===== src/rtl/spi_slave.sv =====
// Mode-0 SPI responder: oversamples SCLK/CS_n/MOSI in the clock_i domain,
// deserialises MOSI into words and shifts a host-loaded word out on MISO.
module spi_slave #(
    parameter int WIDTH       = 8,
    parameter int SYNC_STAGES = 2
) (
    input  logic             clock_i,
    input  logic             reset_ni,
    input  logic             SCLK_i,
    input  logic             CS_ni,
    input  logic             MOSI_i,
    output logic             MISO_o,
    output logic             MISO_oe_o,
    input  logic [WIDTH-1:0] tx_data_i,
    input  logic             tx_load_i,
    output logic [WIDTH-1:0] rx_data_o,
    output logic             rx_valid_o,
    output logic             busy_o,
    output logic             frame_err_o
);

    localparam int CNT_W = $clog2(WIDTH) + 1;
    localparam logic [CNT_W-1:0] LAST_BIT = CNT_W'(WIDTH - 1);

    typedef enum logic {IDLE, ACTIVE} state_t;

    state_t                 state;
    logic [SYNC_STAGES-1:0] sclk_sync;
    logic [SYNC_STAGES-1:0] cs_sync;
    logic [SYNC_STAGES-1:0] mosi_sync;
    logic [SYNC_STAGES-1:0] prime;
    logic                   sclk_prev;
    logic                   cs_prev;
    logic                   armed;
    logic [WIDTH-1:0]       tx_hold;
    logic [WIDTH-1:0]       tx_shift;
    logic [WIDTH-2:0]       rx_shift;
    logic [CNT_W-1:0]       bit_cnt;
    logic                   reload;

    logic sclk_s, cs_s, mosi_s;
    logic sclk_rise, sclk_fall, cs_fall, cs_rise;
    logic [WIDTH-1:0] rx_next;

    assign sclk_s = sclk_sync[SYNC_STAGES-1];
    assign cs_s   = cs_sync[SYNC_STAGES-1];
    assign mosi_s = mosi_sync[SYNC_STAGES-1];

    assign sclk_rise = sclk_s & ~sclk_prev;
    assign sclk_fall = ~sclk_s & sclk_prev;
    // A select is only honoured once CS_n has been seen high after reset,
    // so a frame already running at reset release is ignored.
    assign cs_fall   = armed & cs_prev & ~cs_s;
    assign cs_rise   = ~cs_prev & cs_s;

    assign rx_next = {rx_shift, mosi_s};

    assign busy_o    = (state == ACTIVE);
    assign MISO_oe_o = (state == ACTIVE);
    assign MISO_o    = (state == ACTIVE) & tx_shift[WIDTH-1];

    always_ff @(posedge clock_i or negedge reset_ni) begin
        if (!reset_ni) begin
            sclk_sync <= '0;
            mosi_sync <= '0;
            cs_sync   <= '1;
            prime     <= '0;
            sclk_prev <= 1'b0;
            cs_prev   <= 1'b1;
            armed     <= 1'b0;
        end else begin
            sclk_sync <= {sclk_sync[SYNC_STAGES-2:0], SCLK_i};
            mosi_sync <= {mosi_sync[SYNC_STAGES-2:0], MOSI_i};
            cs_sync   <= {cs_sync[SYNC_STAGES-2:0], CS_ni};
            prime     <= {prime[SYNC_STAGES-2:0], 1'b1};
            sclk_prev <= sclk_s;
            cs_prev   <= cs_s;
            // prime marks the point where cs_s reflects the pin, not the preset
            if (prime[SYNC_STAGES-1] && cs_s) armed <= 1'b1;
        end
    end

    always_ff @(posedge clock_i or negedge reset_ni) begin
        if (!reset_ni) begin
            state       <= IDLE;
            tx_hold     <= '0;
            tx_shift    <= '0;
            rx_shift    <= '0;
            rx_data_o   <= '0;
            rx_valid_o  <= 1'b0;
            frame_err_o <= 1'b0;
            bit_cnt     <= '0;
            reload      <= 1'b0;
        end else begin
            rx_valid_o  <= 1'b0;
            frame_err_o <= 1'b0;
            if (tx_load_i) tx_hold <= tx_data_i;
            case (state)
                IDLE: begin
                    if (cs_fall) begin
                        tx_shift <= tx_load_i ? tx_data_i : tx_hold;
                        rx_shift <= '0;
                        bit_cnt  <= '0;
                        reload   <= 1'b0;
                        state    <= ACTIVE;
                    end
                end
                ACTIVE: begin
                    if (cs_rise) begin
                        if (bit_cnt != '0) frame_err_o <= 1'b1;
                        state <= IDLE;
                    end else begin
                        if (sclk_rise) begin
                            rx_shift <= rx_next[WIDTH-2:0];
                            if (bit_cnt == LAST_BIT) begin
                                rx_data_o  <= rx_next;
                                rx_valid_o <= 1'b1;
                                bit_cnt    <= '0;
                                reload     <= 1'b1;
                            end else begin
                                bit_cnt <= bit_cnt + CNT_W'(1);
                            end
                        end
                        // The fall after a word's last bit presents the next word's MSB
                        if (sclk_fall) begin
                            if (reload) begin
                                tx_shift <= tx_hold;
                                reload   <= 1'b0;
                            end else begin
                                tx_shift <= {tx_shift[WIDTH-2:0], 1'b0};
                            end
                        end
                    end
                end
                default: state <= IDLE;
            endcase
        end
    end

endmodule

===== config.mk =====
export PLATFORM = sky130hd
export DESIGN_NAME = spi_slave
export DESIGN_NICKNAME = d
export VERILOG_FILES = /design/src/rtl/spi_slave.sv
export SDC_FILE = /design/constraint.sdc
export NUM_CORES = 1
export LEC_CHECK = 0
export CAP_MARGIN = 10
export CORE_MARGIN = 2
export CORE_UTILIZATION = 30
export CTS_CLUSTER_SIZE = 28
export DETAILED_ROUTE_END_ITERATION = 7
export PLACE_DENSITY = 0.45
export REMOVE_ABC_BUFFERS = 1
export SYNTH_ARGS = -nofsm -noshare
export SYNTH_HDL_FRONTEND = slang
export SYNTH_SLANG_ARGS = --single-unit

===== constraint.sdc =====
create_clock -name clock_i -period 1.9 [get_ports clock_i]
set_clock_uncertainty 0.15 [all_clocks]
set_input_delay 0.285 -clock clock_i [delete_from_list [all_inputs] [get_ports clock_i]]
set_output_delay 0.285 -clock clock_i [all_outputs]
set_load 0.05 [all_outputs]

==> impl_results.html <==
<table>
<tr><th>Metric</th><th>Value</th></tr>
<tr><th colspan="2">Synthesis</th></tr>
<tr><td>Parity-gate share of the synthesized area counting xor and xnor cells</td><td>0%</td></tr>
<tr><td>Yosys warns</td><td>0</td></tr>
<tr><td>Synth Instances</td><td>176</td></tr>
<tr><td>Proportion of synthesized area in mux cells</td><td>around 12%</td></tr>
<tr><td>Main combinational cell family by area after synthesis</td><td>simple AND/OR/NAND/NOR gates</td></tr>
<tr><td>Mean instance size in the synthesized netlist</td><td>11.72 µm²</td></tr>
<tr><td>Complex-gate fraction of the synthesized area</td><td>under 10%</td></tr>
<tr><td>Summed instance area of the synthesized netlist</td><td>approximately 0.0021 mm²</td></tr>
<tr><td>Number of flops mapped to enable cells by yosys</td><td>0</td></tr>
<tr><td>Fraction of registers with async set/reset</td><td>100.0%</td></tr>
<tr><td>Number of synthesized register bits</td><td>50</td></tr>
<tr><td>Yosys top cell area share</td><td>57.04%</td></tr>
<tr><td>Prevailing post-synth register cell</td><td>sky130_fd_sc_hd__dfrtp_1</td></tr>
<tr><td>Leading cell types by total area after synthesis</td><td>sky130_fd_sc_hd__dfrtp_1 (57%), sky130_fd_sc_hd__mux2_2 (8.7%), sky130_fd_sc_hd__nand2_1 (6.4%), sky130_fd_sc_hd__dfstp_2 (3.8%), sky130_fd_sc_hd__mux2i_1 (3.4%)</td></tr>
<tr><td>Area leader, netlist</td><td>sky130_fd_sc_hd__dfrtp_1</td></tr>
<tr><td>Share of synthesized cell area in full adder, half adder and majority cells</td><td>between 1 and 1.5%</td></tr>
<tr><td>Area share of and/or/nand/nor cells after synthesis</td><td>between 10 and 15%</td></tr>
<tr><td>Library cells used by synthesis</td><td>36</td></tr>
<tr><td>Sequential element share of the synthesized area</td><td>approximately three fifths</td></tr>
<tr><th colspan="2">Floorplanning</th></tr>
<tr><td>Die width</td><td>around 87 µm</td></tr>
<tr><td># rows</td><td>30</td></tr>
<tr><td>Die area</td><td>roughly 0.0076 mm²</td></tr>
<tr><td>Starting Density</td><td>slightly above 30%</td></tr>
<tr><td>Core area</td><td>around 0.0067 mm²</td></tr>
<tr><td>Overall die height</td><td>roughly 87 µm</td></tr>
<tr><td>IO Pins</td><td>27</td></tr>
<tr><th colspan="2">Critical path</th></tr>
<tr><td>Launching element type of the critical path</td><td>flop</td></tr>
<tr><td>Critical Path Start</td><td>MISO_oe_o</td></tr>
<tr><td>Worst EP required</td><td>~1.5 ns</td></tr>
<tr><td>Series of cell instances along the critical path</td><td>buf_6 -&gt; and2_1 -&gt; buf_12</td></tr>
<tr><td>Crit path capture type</td><td>output port</td></tr>
<tr><td>Crit Reg-Reg Startpoint</td><td>cs_sync[1]</td></tr>
<tr><td>Maximum net fanout on the critical path</td><td>19</td></tr>
<tr><td>Largest delay contributor family on the critical path</td><td>flip-flops</td></tr>
<tr><td>CP max-delay cell</td><td>sky130_fd_sc_hd__dfrtp_2</td></tr>
<tr><td>Critical Setup Path Class</td><td>reg2out</td></tr>
<tr><td>Crit path DAT</td><td>about 1.4 ns</td></tr>
<tr><td>Cell depth of the worst flop-to-flop path</td><td>4</td></tr>
<tr><td>Longest individual stage delay on the worst path</td><td>slightly below 0.5 ns</td></tr>
<tr><td>Number of buffers and inverters on the critical path</td><td>2</td></tr>
<tr><td>Number of cells on the critical path</td><td>3</td></tr>
<tr><th colspan="2">CTS</th></tr>
<tr><td>H-Tree Level Count</td><td>2</td></tr>
<tr><td>Number of buffers created by CTS</td><td>5</td></tr>
<tr><td>Buffer depth of the longest clock path</td><td>2</td></tr>
<tr><td>Clock Pin Slew Worst Setup and Hold Paths</td><td>about 0.080 ns</td></tr>
<tr><td>TritonCTS clock tree</td><td>done</td></tr>
<tr><td>Root Buffer</td><td>sky130_fd_sc_hd__clkbuf_8</td></tr>
<tr><td>Sink count of the clock tree</td><td>50</td></tr>
<tr><td>Clock latency of the later-clocked register in the worst-skew pair</td><td>about 0.30 ns</td></tr>
<tr><th colspan="2">Timing</th></tr>
<tr><td>Part of the cycle the worst path needs</td><td>94.40%</td></tr>
<tr><td>Shortest clock period the worst path allows after layout</td><td>about 1.8 ns</td></tr>
<tr><td>Headroom to the max-slew limit</td><td>63.65%</td></tr>
<tr><td>Final hold violations</td><td>0</td></tr>
<tr><td>Max frequency</td><td>around 560 MHz</td></tr>
<tr><td>Total Negative Setup Slacks</td><td>0 ns</td></tr>
<tr><td>Slew Viols, Final</td><td>0</td></tr>
<tr><td>Hold Worst Slack</td><td>around 0.20 ns</td></tr>
<tr><td>Setup-violating endpoint count in the final report</td><td>0</td></tr>
<tr><td>Setup repair after global routing missed its margin</td><td>false</td></tr>
<tr><td>Transition time of the tightest slew-check pin</td><td>0.5435 ns</td></tr>
<tr><th colspan="2">Routing</th></tr>
<tr><td>First-iteration detailed-routing DRC count</td><td>36</td></tr>
<tr><td>Total detailed-routing wirelength</td><td>between 3000 and 4000 µm</td></tr>
<tr><td>Mean routed wirelength per cell</td><td>around 13 µm</td></tr>
<tr><td>ANT nets after route</td><td>0</td></tr>
<tr><td>DRC errors left</td><td>0</td></tr>
<tr><td>Post-DR vias/cell</td><td>roughly 4.8</td></tr>
<tr><td>Total iterations of the first detailed-routing run</td><td>4</td></tr>
<tr><td>Detailed-route via count</td><td>between 1,000 and 1,500</td></tr>
<tr><th colspan="2">Cells and area</th></tr>
<tr><td>Post-layout nets</td><td>224</td></tr>
<tr><td>Relative area change from synthesis to final layout</td><td>26.21%</td></tr>
<tr><td>Commonest non-fill, non-tap cell in the layout</td><td>sky130_fd_sc_hd__dfrtp_1</td></tr>
<tr><td>Leading cell types in the layout, fill and taps excluded</td><td>sky130_fd_sc_hd__dfrtp_1 (46), sky130_fd_sc_hd__nand2_1 (35), sky130_fd_sc_hd__mux2_2 (16)</td></tr>
<tr><td>Post-route cell area</td><td>about 0.0026 mm²</td></tr>
<tr><td>Antenna diodes</td><td>0</td></tr>
<tr><td>Ratio of cells with drive above 1 in the final layout</td><td>a little over a quarter</td></tr>
<tr><th colspan="2">Flow run</th></tr>
<tr><td>Max-Cap Viols</td><td>0</td></tr>
<tr><th colspan="2">Power</th></tr>
<tr><td>Fraction of power consumed by the clock network</td><td>34.3%</td></tr>
<tr><td>Internal Power</td><td>approximately 2 mW</td></tr>
<tr><td>Leak Pwr</td><td>1.212 nW</td></tr>
<tr><td>Power density over cell area</td><td>around 1000 mW/mm²</td></tr>
<tr><td>Net Sw Frac</td><td>24.80%</td></tr>
<tr><td>Final Power</td><td>2.590 mW</td></tr>
<tr><td>Power share of the combinational group</td><td>16.8%</td></tr>
<tr><td>Worst-case vdd ir drop</td><td>between 0.3 and 0.4 mV</td></tr>
<tr><td>Switching power</td><td>0.6422 mW</td></tr>
<tr><td>Part of the total power dissipated in sequential elements</td><td>between 40% and 50%</td></tr>
<tr><th colspan="2">Min path</th></tr>
<tr><td>Worst Hold Launch</td><td>sclk_sync[0]</td></tr>
<tr><td>Hold/Removal Path Class</td><td>reg2reg</td></tr>
<tr><td>Number of stages on the worst hold path</td><td>0</td></tr>
<tr><th colspan="2">Global route</th></tr>
<tr><td>Met1 usage in global routing</td><td>between 10% and 20%</td></tr>
<tr><td>Total congestion overflow</td><td>0</td></tr>
<tr><td>GR Layer Usage met2</td><td>~18%</td></tr>
<tr><td>First-pass GRT wire length</td><td>about 6300 µm</td></tr>
<tr><td>Antenna violations before repair</td><td>0</td></tr>
<tr><td>Global routing's busiest layer</td><td>met2</td></tr>
<tr><td>Met3 routing resource usage after global routing</td><td>around 3.0%</td></tr>
<tr><td>Largest net degree at the start of global routing</td><td>23</td></tr>
<tr><td>Vias in the first global route</td><td>around 1,400</td></tr>
<tr><td>Global-route usage over all layers</td><td>around 11%</td></tr>
<tr><th colspan="2">Placement</th></tr>
<tr><td>Total of buffers placed on input and output ports</td><td>26</td></tr>
<tr><td>Post-placement cell area</td><td>approximately 0.0024 mm²</td></tr>
<tr><td>Weighted congestion reported at the end of routability-driven placement</td><td>0.6843</td></tr>
<tr><td>HPWL after detailed placement</td><td>2694 µm</td></tr>
<tr><th colspan="2">Run status</th></tr>
<tr><td>Result of the run</td><td>completed</td></tr>
</table>
-- power groups by stage --
stage,sequential (mW),combinational [mW],clock (mW)
final,1.27,0.434,0.888
after detailed placement,1.29,0.436,0
after floorplan,1.31,0.223,0
after global placement,1.28,0.427,0
after CTS,1.27,0.440,0.925
after global routing,1.29,0.491,0.976
-- flip-flops by register name, summed over array words and instances (netlist names), 2 cells and up --
name and count:
tx_hold 8, rx_shift 7, tx_shift 8, mosi_sync 2, bit_cnt 4, rx_data_o 8
cs_sync 2, sclk_sync 2, prime 2
-- metal layers --
metal	wire (µm)	vias up
met5	0	-
met2	1861	34
li1	-	657
met4	55	0
met1	1662	678
met3	187	6
-- per-stage QoR --
| stage | utilization, % | setup WS [ns] | std cells |
|---|---|---|---|
| floorplan | - | -0.6929 | 168 |
| global placement | 36.22 | 0.05324 | 280 |
| detailed placement | 36.22 | 0.03314 | 280 |
| CTS | 38.51 | 0.01568 | 289 |
| global route | 38.73 | 0.02677 | 289 |
| finish | 38.73 | 0.1064 | 289 |
-- Yosys cell counts, types with 3 or more instances --
master / count
sky130_fd_sc_hd__buf_2: 4
sky130_fd_sc_hd__dfrtp_1: 47
sky130_fd_sc_hd__dfstp_2: 3
sky130_fd_sc_hd__inv_1: 7
sky130_fd_sc_hd__mux2_2: 16
sky130_fd_sc_hd__mux2i_1: 7
sky130_fd_sc_hd__nand2_1: 35
sky130_fd_sc_hd__nand3_1: 10
sky130_fd_sc_hd__nor2_1: 3
sky130_fd_sc_hd__o211ai_1: 3
sky130_fd_sc_hd__o21ai_0: 11
sky130_fd_sc_hd__o21ai_1: 3
-- cell type report --
class / count / area (µm²)
Timing Repair Buffer: 33 / 331.6
Inverter: 7 / 26.28
Fill cell: 633 / 4116
Tap cell: 80 / 100.1
Clock buffer: 6 / 82.58
Multi-Input combinational cell: 111 / 745.7
Sequential cell: 50 / 1256
Clock inverter: 2 / 60.06
-- timing repair --
action	in CTS	in global routing
buffers inserted	0	0
endpoints found under the setup margin	1	10
hold endpoints to repair	14	0
hold buffers	1	0
cloned	0	0
gates resized for setup	1	2
-- path summary, 6_finish.rpt --
| check | to | slack (ns) |
|---|---|---|
| setup reg to reg | rx_data_o[6] | 0.13 |
| min in group asynchronous | tx_hold[7] | 0.28 |
| max in group asynchronous | bit_cnt[3] | 0.72 |
| setup / recovery | MISO_o | 0.11 |
| hold / removal | sclk_sync[1] | 0.20 |
| hold reg to reg | sclk_sync[1] | 0.20 |
-- cells by family after synthesis --
family | after synthesis
flip-flops | 50
AND/OR/NAND/NOR | 59
buffers and inverters | 15
AO/OA/AOI/OAI | 26
other | 1
multiplexers | 23
adder cells (fa/ha/maj) | 2
Power figures use the tool's default switching activity.
